--- src/rtl/ula_pkg.sv ---
// Shared constants for the ula8bit ALU and its sequencer.
// ALU function codes, operation select and FSM state encoding.
package ula_pkg;

  localparam logic [1:0] F_AND  = 2'b00;
  localparam logic [1:0] F_OR   = 2'b01;
  localparam logic [1:0] F_NOTB = 2'b10;
  localparam logic [1:0] F_ADD  = 2'b11;

  localparam logic OP_MUL = 1'b0;
  localparam logic OP_DIV = 1'b1;

  typedef enum logic [1:0] {
    S_IDLE = 2'd0,
    S_RUN  = 2'd1,
    S_DONE = 2'd2
  } state_t;

endpackage

--- src/rtl/ula8bit.sv ---
// 8-bit ripple ALU: AND / OR / NOT B / ADD with operand
// enables, A inversion and carry-in increment.
module ula8bit
  import ula_pkg::*;
(
  input  logic [7:0] i_a,
  input  logic [7:0] i_b,
  input  logic       i_f0,
  input  logic       i_f1,
  input  logic       i_ena,
  input  logic       i_enb,
  input  logic       i_inva,
  input  logic       i_inc,
  output logic [7:0] o_out,
  output logic       o_cout
);

  logic [7:0] w_a;
  logic [7:0] w_b;
  logic [8:0] w_sum;

  assign w_a   = (i_ena ? i_a : 8'h00) ^ {8{i_inva}};
  assign w_b   = i_enb ? i_b : 8'h00;
  assign w_sum = {1'b0, w_a} + {1'b0, w_b} + {8'h00, i_inc};

  // function select; carry only meaningful for ADD
  always_comb begin
    o_out  = 8'h00;
    o_cout = 1'b0;
    case ({i_f0, i_f1})
      F_AND:  o_out = w_a & w_b;
      F_OR:   o_out = w_a | w_b;
      F_NOTB: o_out = ~w_b;
      F_ADD: begin
        o_out  = w_sum[7:0];
        o_cout = w_sum[8];
      end
      default: o_out = 8'h00;
    endcase
  end

endmodule

--- src/rtl/ula_seq8.sv ---
// Multi-cycle MUL (shift-add) / DIV (restoring) sequencer
// driving one ula8bit over 8 iterations.
module ula_seq8
  import ula_pkg::*;
(
  input  logic        clk,
  input  logic        rst,
  input  logic        start,
  input  logic        op,
  input  logic [7:0]  a,
  input  logic [7:0]  b,
  output logic        busy,
  output logic        done,
  output logic        err,
  output logic [15:0] result
);

  state_t      r_state, w_state_nx;
  logic [2:0]  r_cnt, w_cnt_nx;
  logic        r_op, w_op_nx;
  logic [7:0]  r_acc, w_acc_nx;
  logic [7:0]  r_q, w_q_nx;
  logic [7:0]  r_m, w_m_nx;
  logic        r_err, w_err_nx;
  logic [15:0] r_res, w_res_nx;

  logic [1:0]  w_f;
  logic        w_ena, w_inva, w_inc;
  logic [7:0]  w_alu_b, w_rt;
  logic [7:0]  w_out;
  logic        w_cout, w_take;
  logic [7:0]  w_acc_it, w_q_it;

  assign w_rt   = {r_acc[6:0], r_q[7]};
  assign w_f    = F_ADD;
  assign w_take = r_acc[7] | w_cout;

  // ALU control decode for the current operation
  always_comb begin
    w_ena   = 1'b1;
    w_inva  = 1'b0;
    w_inc   = 1'b0;
    w_alu_b = r_acc;
    if (r_op == OP_MUL) begin
      w_ena = r_q[0];
    end else begin
      w_inva  = 1'b1;
      w_inc   = 1'b1;
      w_alu_b = w_rt;
    end
  end

  ula8bit u_alu (
    .i_a    (r_m),
    .i_b    (w_alu_b),
    .i_f0   (w_f[1]),
    .i_f1   (w_f[0]),
    .i_ena  (w_ena),
    .i_enb  (1'b1),
    .i_inva (w_inva),
    .i_inc  (w_inc),
    .o_out  (w_out),
    .o_cout (w_cout)
  );

  // one iteration's register update from the ALU result
  always_comb begin
    if (r_op == OP_MUL) begin
      w_acc_it = {w_cout, w_out[7:1]};
      w_q_it   = {w_out[0], r_q[7:1]};
    end else begin
      w_acc_it = w_take ? w_out : w_rt;
      w_q_it   = {r_q[6:0], w_take};
    end
  end

  // next-state and working-register decode
  always_comb begin
    w_state_nx = r_state;
    w_cnt_nx   = r_cnt;
    w_op_nx    = r_op;
    w_acc_nx   = r_acc;
    w_q_nx     = r_q;
    w_m_nx     = r_m;
    w_err_nx   = r_err;
    w_res_nx   = r_res;
    case (r_state)
      S_IDLE, S_DONE: begin
        if (start) begin
          w_op_nx = op;
          if (op == OP_DIV && b == 8'h00) begin
            w_state_nx = S_DONE;
            w_err_nx   = 1'b1;
            w_res_nx   = {a, 8'hFF};
          end else begin
            w_state_nx = S_RUN;
            w_err_nx   = 1'b0;
            w_cnt_nx   = 3'd0;
            w_acc_nx   = 8'h00;
            w_q_nx     = (op == OP_MUL) ? b : a;
            w_m_nx     = (op == OP_MUL) ? a : b;
          end
        end else if (r_state == S_DONE) begin
          w_state_nx = S_IDLE;
        end
      end
      S_RUN: begin
        w_acc_nx = w_acc_it;
        w_q_nx   = w_q_it;
        w_cnt_nx = r_cnt + 3'd1;
        if (r_cnt == 3'd7) begin
          w_res_nx   = {w_acc_it, w_q_it};
          w_state_nx = S_DONE;
        end
      end
      default: w_state_nx = S_IDLE;
    endcase
  end

  // state and datapath registers
  always_ff @(posedge clk or posedge rst) begin
    if (rst) begin
      r_state <= S_IDLE;
      r_cnt   <= 3'd0;
      r_op    <= OP_MUL;
      r_acc   <= 8'h00;
      r_q     <= 8'h00;
      r_m     <= 8'h00;
      r_err   <= 1'b0;
      r_res   <= 16'h0000;
    end else begin
      r_state <= w_state_nx;
      r_cnt   <= w_cnt_nx;
      r_op    <= w_op_nx;
      r_acc   <= w_acc_nx;
      r_q     <= w_q_nx;
      r_m     <= w_m_nx;
      r_err   <= w_err_nx;
      r_res   <= w_res_nx;
    end
  end

  assign busy   = (r_state == S_RUN);
  assign done   = (r_state == S_DONE);
  assign err    = r_err;
  assign result = r_res;

endmodule

--- config.mk ---
export PLATFORM = sky130hd
export DESIGN_NAME = ula_seq8
export DESIGN_NICKNAME = d
export VERILOG_FILES = /design/src/rtl/ula_pkg.sv /design/src/rtl/ula8bit.sv /design/src/rtl/ula_seq8.sv
export SDC_FILE = /design/constraint.sdc
export NUM_CORES = 1
export LEC_CHECK = 0
export ABC_AREA = 1
export CORE_MARGIN = 2
export CORE_UTILIZATION = 45
export DETAILED_ROUTE_END_ITERATION = 16
export GPL_TIMING_DRIVEN = 0
export HOLD_SLACK_MARGIN = 0.08
export PLACE_DENSITY = 0.76
export SLEW_MARGIN = 10
export SYNTH_ARGS = -nofsm -noshare
export SYNTH_HDL_FRONTEND = slang
export SYNTH_SLANG_ARGS = --single-unit
--- constraint.sdc ---
create_clock -name clk -period 3.55 [get_ports clk]
set_input_delay 0.71 -clock clk [delete_from_list [all_inputs] [get_ports clk]]
set_output_delay 0.71 -clock clk [all_outputs]
set_load 0.1 [all_outputs]
Yosys cells after proc, flatten, opt, wreduce, memory -nomap -nowiden
Index checks and enable logic that the tools add are counted.
Widths: inputs -> output; s select.

word-level totals
  register bits after elaboration = 47
  input bits = 20
  output and inout port bits = 19
  word-level logic and storage cells = 60

operators by class
  add/sub/neg operators = 3
  equality and inequality tests = 8
  muxes and demuxes = 28
  bitwise logic cells = 3
  reduce and logical (&&, ||, !) cells = 10

operators by type and width
  operator             number
  $mux 8               11
  $mux 16              3
  $pmux 16 s2          1
  $pmux 8 s2           2
  $add 8x8->9          1
  $add 9x1->9          1
  $logic_not 8->1      1
  $mux 2               4
  $xor 8x8->8          1
  $mux 3               2
  $ne 2x2->1 const B   3
  $pmux 3 s2           1
  $reduce_and 3->1     2
  $pmux 2 s2           1
  $reduce_and 2->1     2
  $reduce_and 4->1     1
  $add 3x1->3 const B  1
  $eq 3x3->1 const B   1
  $mux 1               3
  $ne 3x3->1 const B   1
  $eq 2x1->1 const B   1
  $eq 2x2->1 const B   1
  $logic_not 2->1      1
  $ne 2x1->1 const B   1
  other kinds (5)      5

Longest topological paths before layout
Gate-level depths: netlist of the first run.

  depth after elaboration = 10
  depth in mapped cells = 19
  mapped depth without buffers = 17

Modules after synthesis
A second synthesis of the first run with hierarchy kept.

second synthesis, totals
  cell total of the unflattened synthesis = 519
  area total of the unflattened synthesis = 3592.2 µm²

modules (own cells, without submodules)
  module    instances  cells each  area an instance (µm²)  sequential area each (µm²)
  ula_seq8  1          367         2666.3                  1176.1
  ula8bit   1          152         925.9                   0.0

Worst setup path before layout of the first run
OpenSTA, ideal clock, no wires.

  kind = reg-to-reg
  from = register r_op
  to = register r_res[9] (netlist: result[9])
  library setup time = 0.130 ns
  arrival = 2.456 ns
  data required time = 3.420 ns
  setup slack = 0.963 ns
  stages on the path, launching flop included = 16
  buffers on the path = 2
  period minus slack after synthesis = 2.587 ns
  cell sequence = dfrtp_1 inv_1 clkbuf_1 clkbuf_1 o21ai_0 o21ai_0 inv_1 ha_1 inv_2 o21ai_1 a21oi_1 nand3_2 nand2_4 a22oi_1 o21ai_0 a21oi_1

on the way
  cells in the longest elaborated chain, start to end = 10
  elaborated cells on any way between the ends = 12
  classes of those cells = add/sub (2); mux (8); bitwise (2)

RTL lines
  element                 RTL line         source
  from (decl)             ula_seq8.sv:20   logic r_op, w_op_nx;
  from (signal assigned)  ula_seq8.sv:134  r_op <= w_op_nx;
  $mux 1                  ula_seq8.sv:44   if (r_op == OP_MUL) begin
  $mux 8                  ula8bit.sv:22    assign w_a = (i_ena ? i_a : 8'h00) ^ {8{i_inva}};
  $xor 8x8->8             ula8bit.sv:22
  $add 8x8->9             ula8bit.sv:24    assign w_sum = {1'b0, w_a} + {1'b0, w_b} + {8'h00, i_inc};
  $add 9x1->9             ula8bit.sv:24
  $or 1x1->1              ula_seq8.sv:36   assign w_take = r_acc[7] | w_cout;
  $mux 8                  ula_seq8.sv:72   w_acc_it = w_take ? w_out : w_rt;
  $mux 8 (*)              ula_seq8.sv:68   if (r_op == OP_MUL) begin
  $mux 16 (*)             ula_seq8.sv:111  if (r_cnt == 3'd7) begin
  $pmux 16 s2 (*)         ula_seq8.sv:87   case (r_state)
  to (signal assigned)    ula_seq8.sv:139  r_res <= w_res_nx;
  to (decl)               ula_seq8.sv:25   logic [15:0] r_res, w_res_nx;

Mark *: on every way between the ends. The rest lies on a longest branch, timed or not. The select of a mux whose other input is x is not followed.
A chain may end at the register's enable or synchronous reset.

Worst setup path after layout of the first run
Same ends and word-level chain as after synthesis.

==> flow_summary.ini, run 1 <==
[timing]
hold_slack_ns = 0.485
setup_viol = 0
tns_ns = 0
slew_headroom_pct = 35.3
rsz0062_at_grt = no
worst_slew_pin_slew_ns = 0.968
timing_hold_violations_final = 0
min_period_over_period_pct = 91.9
fin_skew_ns = 0.00892
fin_crit_ns = 3.26
slew_violations = 0
fmax_mhz = 307
fin_ws_ns = 0.288

[setup_path]
critPathSlowestCell = dfrtp_1
arrival_ns = 3.45
cpPeakStageDelay_ns = 0.41
cpLargestDelayFamily = compound AO/OA/AOI/OAI gates
cpMostUsedCell = o21ai_0
cp-startpoint = r_op
cp_max_fo = 10
critPathBufInv = 5
path_cells = inv_1 -> clkbuf_1 -> clkbuf_1 -> o21ai_0 -> o21ai_0 -> inv_1 -> ha_1 -> inv_2 -> o21ai_1 -> a21oi_1 -> nand3_2 -> nand2_4 -> a22oi_1 -> o21ai_0 -> a21oi_1
cp.required_ns = 3.74
rr_startpoint = r_op
setup.worst_path.class = flip-flop to flip-flop
cp-start-kind = flip-flop
crit_path_end_kind = flip-flop

[logic_synthesis]
synth_fp_nets = 451
yosysWarnings = 0
syn_avg_cell_area_sq_um = 7.12
synth_xor_xnor_area_share_pct = 1.17
syn_inst = 421
ys_seq_area_share_pct = 39.2
syn_area_sq_mm = 0.00300
ys_types = 34
yosys.area_share.simple_pct = 22.2
synth_adder_area_share_pct = 4.42
synth_mux_area_share_pct = 0
synth_top_family_by_area = simple AND/OR/NAND/NOR gates
ys_ff_latch = 47
synth_compound_area_share_pct = 21.2

[drt]
met2_length_mm = 3.57
antenna_left = 0
totalWireLength_mm = 7.81
first_pass_iters = 5
via_count = 2913
viasPerCell = 5.35
avgRoutedWirePerCell_microns = 14.4
top_layer_used = met4
drc = 0
dr.first_iter.drc_count = 327
met1_length_mm = 3.55
wl_met3_microns = 591

[layout]
multi_input_area_sq_mm = 0.00147
area_growth_pct = 20.2
layout.nets = 496
drive_above_1_share_pct = 7.07
diodes = 0
ff_latch_area_sq_mm = 0.00118
fin_area_sq_mm = 0.00361
fillers = 625

[global_route]
grt_max_degree = 39
overflow = 0
grtUsageTotal_pct = 22.5
antenna_found_initial = 0
grt_pass1_wl_mm = 13.0
grt_pass1_vias = 2790

[placement]
port_buffers = 37
placed_area_sq_mm = 0.00349
place_congestion = 0.908
place_hpwl_mm = 6.02
dp_slack_ns = 0.410

[cts]
clk_root_buffer_cell = clkbuf_8
path_clk_slew_ns = 0.09
clock_latency_ns = 0.31
numClockSinks = 47
cts_setup_buffers = 0
cts_buffers = 5
cts_tree = built
cts_max_level = 2
clk_path_buf_depth = 2

[floorplan]
io_pins = 39
floorplan.die.height_microns = 85.6
initial_utilization_pct = 47.0
core-area_sq_mm = 0.00639
die-area_sq_mm = 0.00733
die_w_microns = 85.6
rows = 29

[run_status]
status = complete, no violations

[job]
maxCapViolCount = 0

[min_path]
min_from = result[7]
min_path_type = flip-flop to flip-flop
-- final timing paths --
path,slack (ns),endpoint,depth (start not counted)
hold reg to reg,0.49,result[7],2
setup reg to reg,0.29,result[9],15
hold / removal,0.49,result[7],2
max in group asynchronous,2.45,r_acc[2],3
setup / recovery,0.29,result[9],15
min in group asynchronous,0.62,r_cnt[0],2
-- area by class of cell --
class | instances | area share, %
buffer | 19 | 2.78
clock buffer | 6 | 2.29
clock inverter | 2 | 0.972
inverter | 68 | 7.08
multi-input combinational | 287 | 40.7
sequential | 47 | 32.6
tap | 77 | 2.67
timing repair buffer | 38 | 10.9
-- per-stage QoR --
step | util [%] | std cells
finish | 56.5 | 544
floorplan | - | 421
global placement | 54.3 | 535
CTS | 56.4 | 544
detailed placement | 54.6 | 536
global route | 56.5 | 544
-- logic make-up (layout without fill, tap and decap cells) --
kind of cell    Yosys count  count (layout)
compound gates          114             114
simple gates            159             159
flops                    47              47
buf+inv                  87             133
fa+ha+maj                10              10
xor+xnor                  4               4
-- routing by layer --
layer | track usage, % | vias to the layer above
li1 | - | 1440
met1 | 30.9 | 1355
met2 | 35.9 | 107
met3 | 5.10 | 11
met4 | 6.49 | 0
met5 | 0 | -
-- state kept, by name (all words and copies together) (netlist names) --
register  flops
r_q           8
r_op          1
err           1
r_state       2
result       16
r_acc         8
r_m           8
r_cnt         3
-- synth_stat cells --
cell type | count | area share, %
nor4_4 | 1 | 0.71
buf_6 | 2 | 0.75
a211oi_1 | 6 | 1.5
xor2_1 | 2 | 0.58
ha_1 | 9 | 3.8
inv_2 | 3 | 0.38
o21ai_0 | 51 | 8.5
o21ai_1 | 18 | 3.0
or2_1 | 1 | 0.21
a21oi_1 | 18 | 3.0
dfrtp_1 | 47 | 39
nor2_2 | 1 | 0.21
nand2_2 | 3 | 0.63
nor2_1 | 38 | 4.8
nand3_1 | 10 | 1.7
o211ai_1 | 10 | 2.5
clkinv_1 | 1 | 0.13
buf_4 | 2 | 0.50
fa_1 | 1 | 0.67
inv_1 | 64 | 8.0
a22oi_1 | 1 | 0.25
nand3_2 | 1 | 0.33
a21oi_2 | 1 | 0.29
nand2_1 | 100 | 13
clkbuf_1 | 10 | 1.3
buf_2 | 5 | 0.83
nand4_2 | 1 | 0.42
a31oi_1 | 2 | 0.42
o22ai_1 | 3 | 0.63
o21bai_1 | 2 | 0.50
nand2_4 | 1 | 0.38
o21ai_2 | 2 | 0.58
nor3_1 | 2 | 0.33
xnor2_1 | 2 | 0.58
-- what timing repair did --
action	in CTS	in global routing
gates resized for setup	0	1
hold buffers	0	0
setup endpoints to repair	0	1
-- cells in the final DEF, fill, tap and decap left out, drive strengths merged --
| cell type | Yosys | routed |
|---|---|---|
| a211oi | 6 | 6 |
| nand3 | 11 | 11 |
| nor2 | 39 | 39 |
| clkdlybuf4s50 | 0 | 36 |
| bufinv | 0 | 1 |
| xnor2 | 2 | 2 |
| a22oi | 1 | 1 |
| a21oi | 19 | 19 |
| a31oi | 2 | 2 |
| nand2 | 104 | 104 |
| nor3 | 2 | 2 |
| o21ai | 71 | 71 |
| dlymetal6s2s | 0 | 1 |
| clkbuf | 10 | 16 |
| o22ai | 3 | 3 |
| ha | 9 | 9 |
| buf | 9 | 10 |
| fa | 1 | 1 |
| nor4 | 1 | 1 |
| xor2 | 2 | 2 |
| clkinv | 1 | 2 |
| o21bai | 2 | 2 |
| o211ai | 10 | 10 |
| dfrtp | 47 | 47 |
| inv | 67 | 67 |
| or2 | 1 | 1 |
| nand4 | 1 | 1 |
-- worst min-delay path, cell delays in order (launching register included) --
cell	delay [ns]
dfrtp_1	0.35
nand2_1	0.05
nand2_1	0.06
Power of run 1 is not shown: default switching activity piles up to over one toggle a cycle in this logic, so the estimate is an artifact.
==> run 2: changes to the inputs <==
--- a/config.mk
+++ b/config.mk
@@ -6,10 +6,11 @@
 export NUM_CORES = 1
 export LEC_CHECK = 0
 export ABC_AREA = 1
+export CORE_ASPECT_RATIO = 0.6
 export CORE_MARGIN = 2
 export CORE_UTILIZATION = 45
+export CTS_CLUSTER_DIAMETER = 40
 export DETAILED_ROUTE_END_ITERATION = 16
-export GPL_TIMING_DRIVEN = 0
 export HOLD_SLACK_MARGIN = 0.08
 export PLACE_DENSITY = 0.76
 export SLEW_MARGIN = 10
==> run 2 against run 1 <==
Flip-flop and latch count unchanged. Worst setup slack better by 0.45 ns. Final cell count down 1.7%. Fmax up 16%. Via count down 2.4%. Worst hold slack better by 0.0069 ns. Register-to-register slack better by 0.45 ns. Critical path depth down 2. Critical path type unchanged.
==> flow_summary.ini, run 2 (same netlist as run 1, synthesis figures left out) <==
[run_status]
status = complete, no violations

[drt]
antenna_left = 0
via_count = 2843
viasPerCell = 5.31
dr.first_iter.drc_count = 391
avgRoutedWirePerCell_microns = 14.9
drc = 0
first_pass_iters = 5
totalWireLength_mm = 7.96

[timing]
tns_ns = 0
worst_slew_pin_slew_ns = 0.985
fin_skew_ns = 0.00708
min_period_over_period_pct = 79.2
slew_violations = 0
rsz0062_at_grt = no
fmax_mhz = 356
fin_crit_ns = 2.81
setup_viol = 0
timing_hold_violations_final = 0
slew_headroom_pct = 34.1

[setup_path]
setup.worst_path.class = flip-flop to flip-flop
cp-startpoint = r_op
rr_startpoint = r_op
reg2reg_setup_slack_ns = 0.74
arrival_ns = 2.96
cp-start-kind = flip-flop
cp.required_ns = 3.70
crit_path_end_kind = flip-flop
cp_max_fo = 21

[global_route]
grtUsageTotal_pct = 24.1
overflow = 0
antenna_found_initial = 0
grt_pass1_wl_mm = 13.6
grt_max_degree = 48
grt_pass1_vias = 2745

[cts]
clock_latency_ns = 0.30
numClockSinks = 47
cts_resized = 0
cts_tree = built
cts_max_level = 2
cts_buffers = 5
clk_root_buffer_cell = clkbuf_8
path_clk_slew_ns = 0.09
clk_path_buf_depth = 2
cts_hold_buf = 0
cts_setup_buffers = 0

[layout]
mostFrequentLayoutCells = 100 x nand2_1, 63 x inv_1, 51 x o21ai_0, 47 x dfrtp_1, 37 x nor2_1
drive_above_1_share_pct = 6.43
fin_util_pct = 56.1
layout.nets = 480
largest_reg_flops = 16
layout_commonest_cell = nand2_1
diodes = 0
area_growth_pct = 17.4

[placement]
place_hpwl_mm = 6.14
place_congestion = 0.910
port_buffers = 38

[floorplan]
core-area_sq_mm = 0.00628
floorplan.die.height_microns = 67.2
initial_utilization_pct = 47.8
die-area_sq_mm = 0.00736
die_w_microns = 109
rows = 22
io_pins = 39

[min_path]
min_from = result[0]
min_path_type = flip-flop to flip-flop

[job]
maxCapViolCount = 0
[run 2: changes by cell type in the layout (fill, tap and decap cells not counted), sizes merged]
cell          previous run  this run
buf                     10         5
clkbuf                  16         6
dlymetal6s2s             1         0
[run 2: metrics by stage]
stage / instances / setup WS, ns / area, sq um / hold slack [ns]
after floorplan: 421 / 0.963 / 3000 / 0.450
after global placement: 527 / 0.668 / 3400 / 0.471
after detailed placement: 527 / 0.579 / 3400 / 0.474
after CTS: 535 / 0.773 / 3520 / 0.493
after global routing: 535 / 0.357 / 3520 / 0.522
final: 535 / 0.740 / 3520 / 0.492
[run 2: final timing paths]
path / to / cells past startpoint
worst max-delay path: r_acc[0] / 13
max in group asynchronous: r_m[0] / 2
min in group asynchronous: result[15] / 2
worst max register to register: r_acc[0] / 13
worst min register to register: result[0] / 2
worst min-delay path: result[0] / 2
[run 2: area by class of cell]
cell class                      instances  area [sq um]
Sequential cell                        47          1180
Fill cell                             628          2750
Multi-Input combinational cell        287          1470
Timing Repair Buffer                   41           398
Tap cell                               84           105
Clock buffer                            6          82.6
Inverter                               68           255
Clock inverter                          2          35.0
[run 2: critical path: stages (launching register included)]
cell and delay (ns):
dfrtp_1 0.38, inv_1 0.37, o21ai_0 0.15, o21ai_0 0.10, inv_1 0.07, ha_1 0.34, inv_2 0.11, o21ai_1 0.09
a21oi_1 0.21, nand3_2 0.25, o211ai_1 0.25, o21ai_0 0.14, nand2_1 0.11, o21ai_0 0.10
[run 2: metal layers]
| layer | wire length (microns) | up-vias | GRT usage [%] |
|---|---|---|---|
| met1 | 3970 | 1287 | 38.3 |
| met2 | 3160 | 139 | 34.6 |
| met3 | 772 | 8 | 4.54 |
| met5 | 0 | - | 0 |
| li1 | - | 1409 | - |
| met4 | 53 | 0 | 2.85 |
Power of run 2 is left out for the same reason.
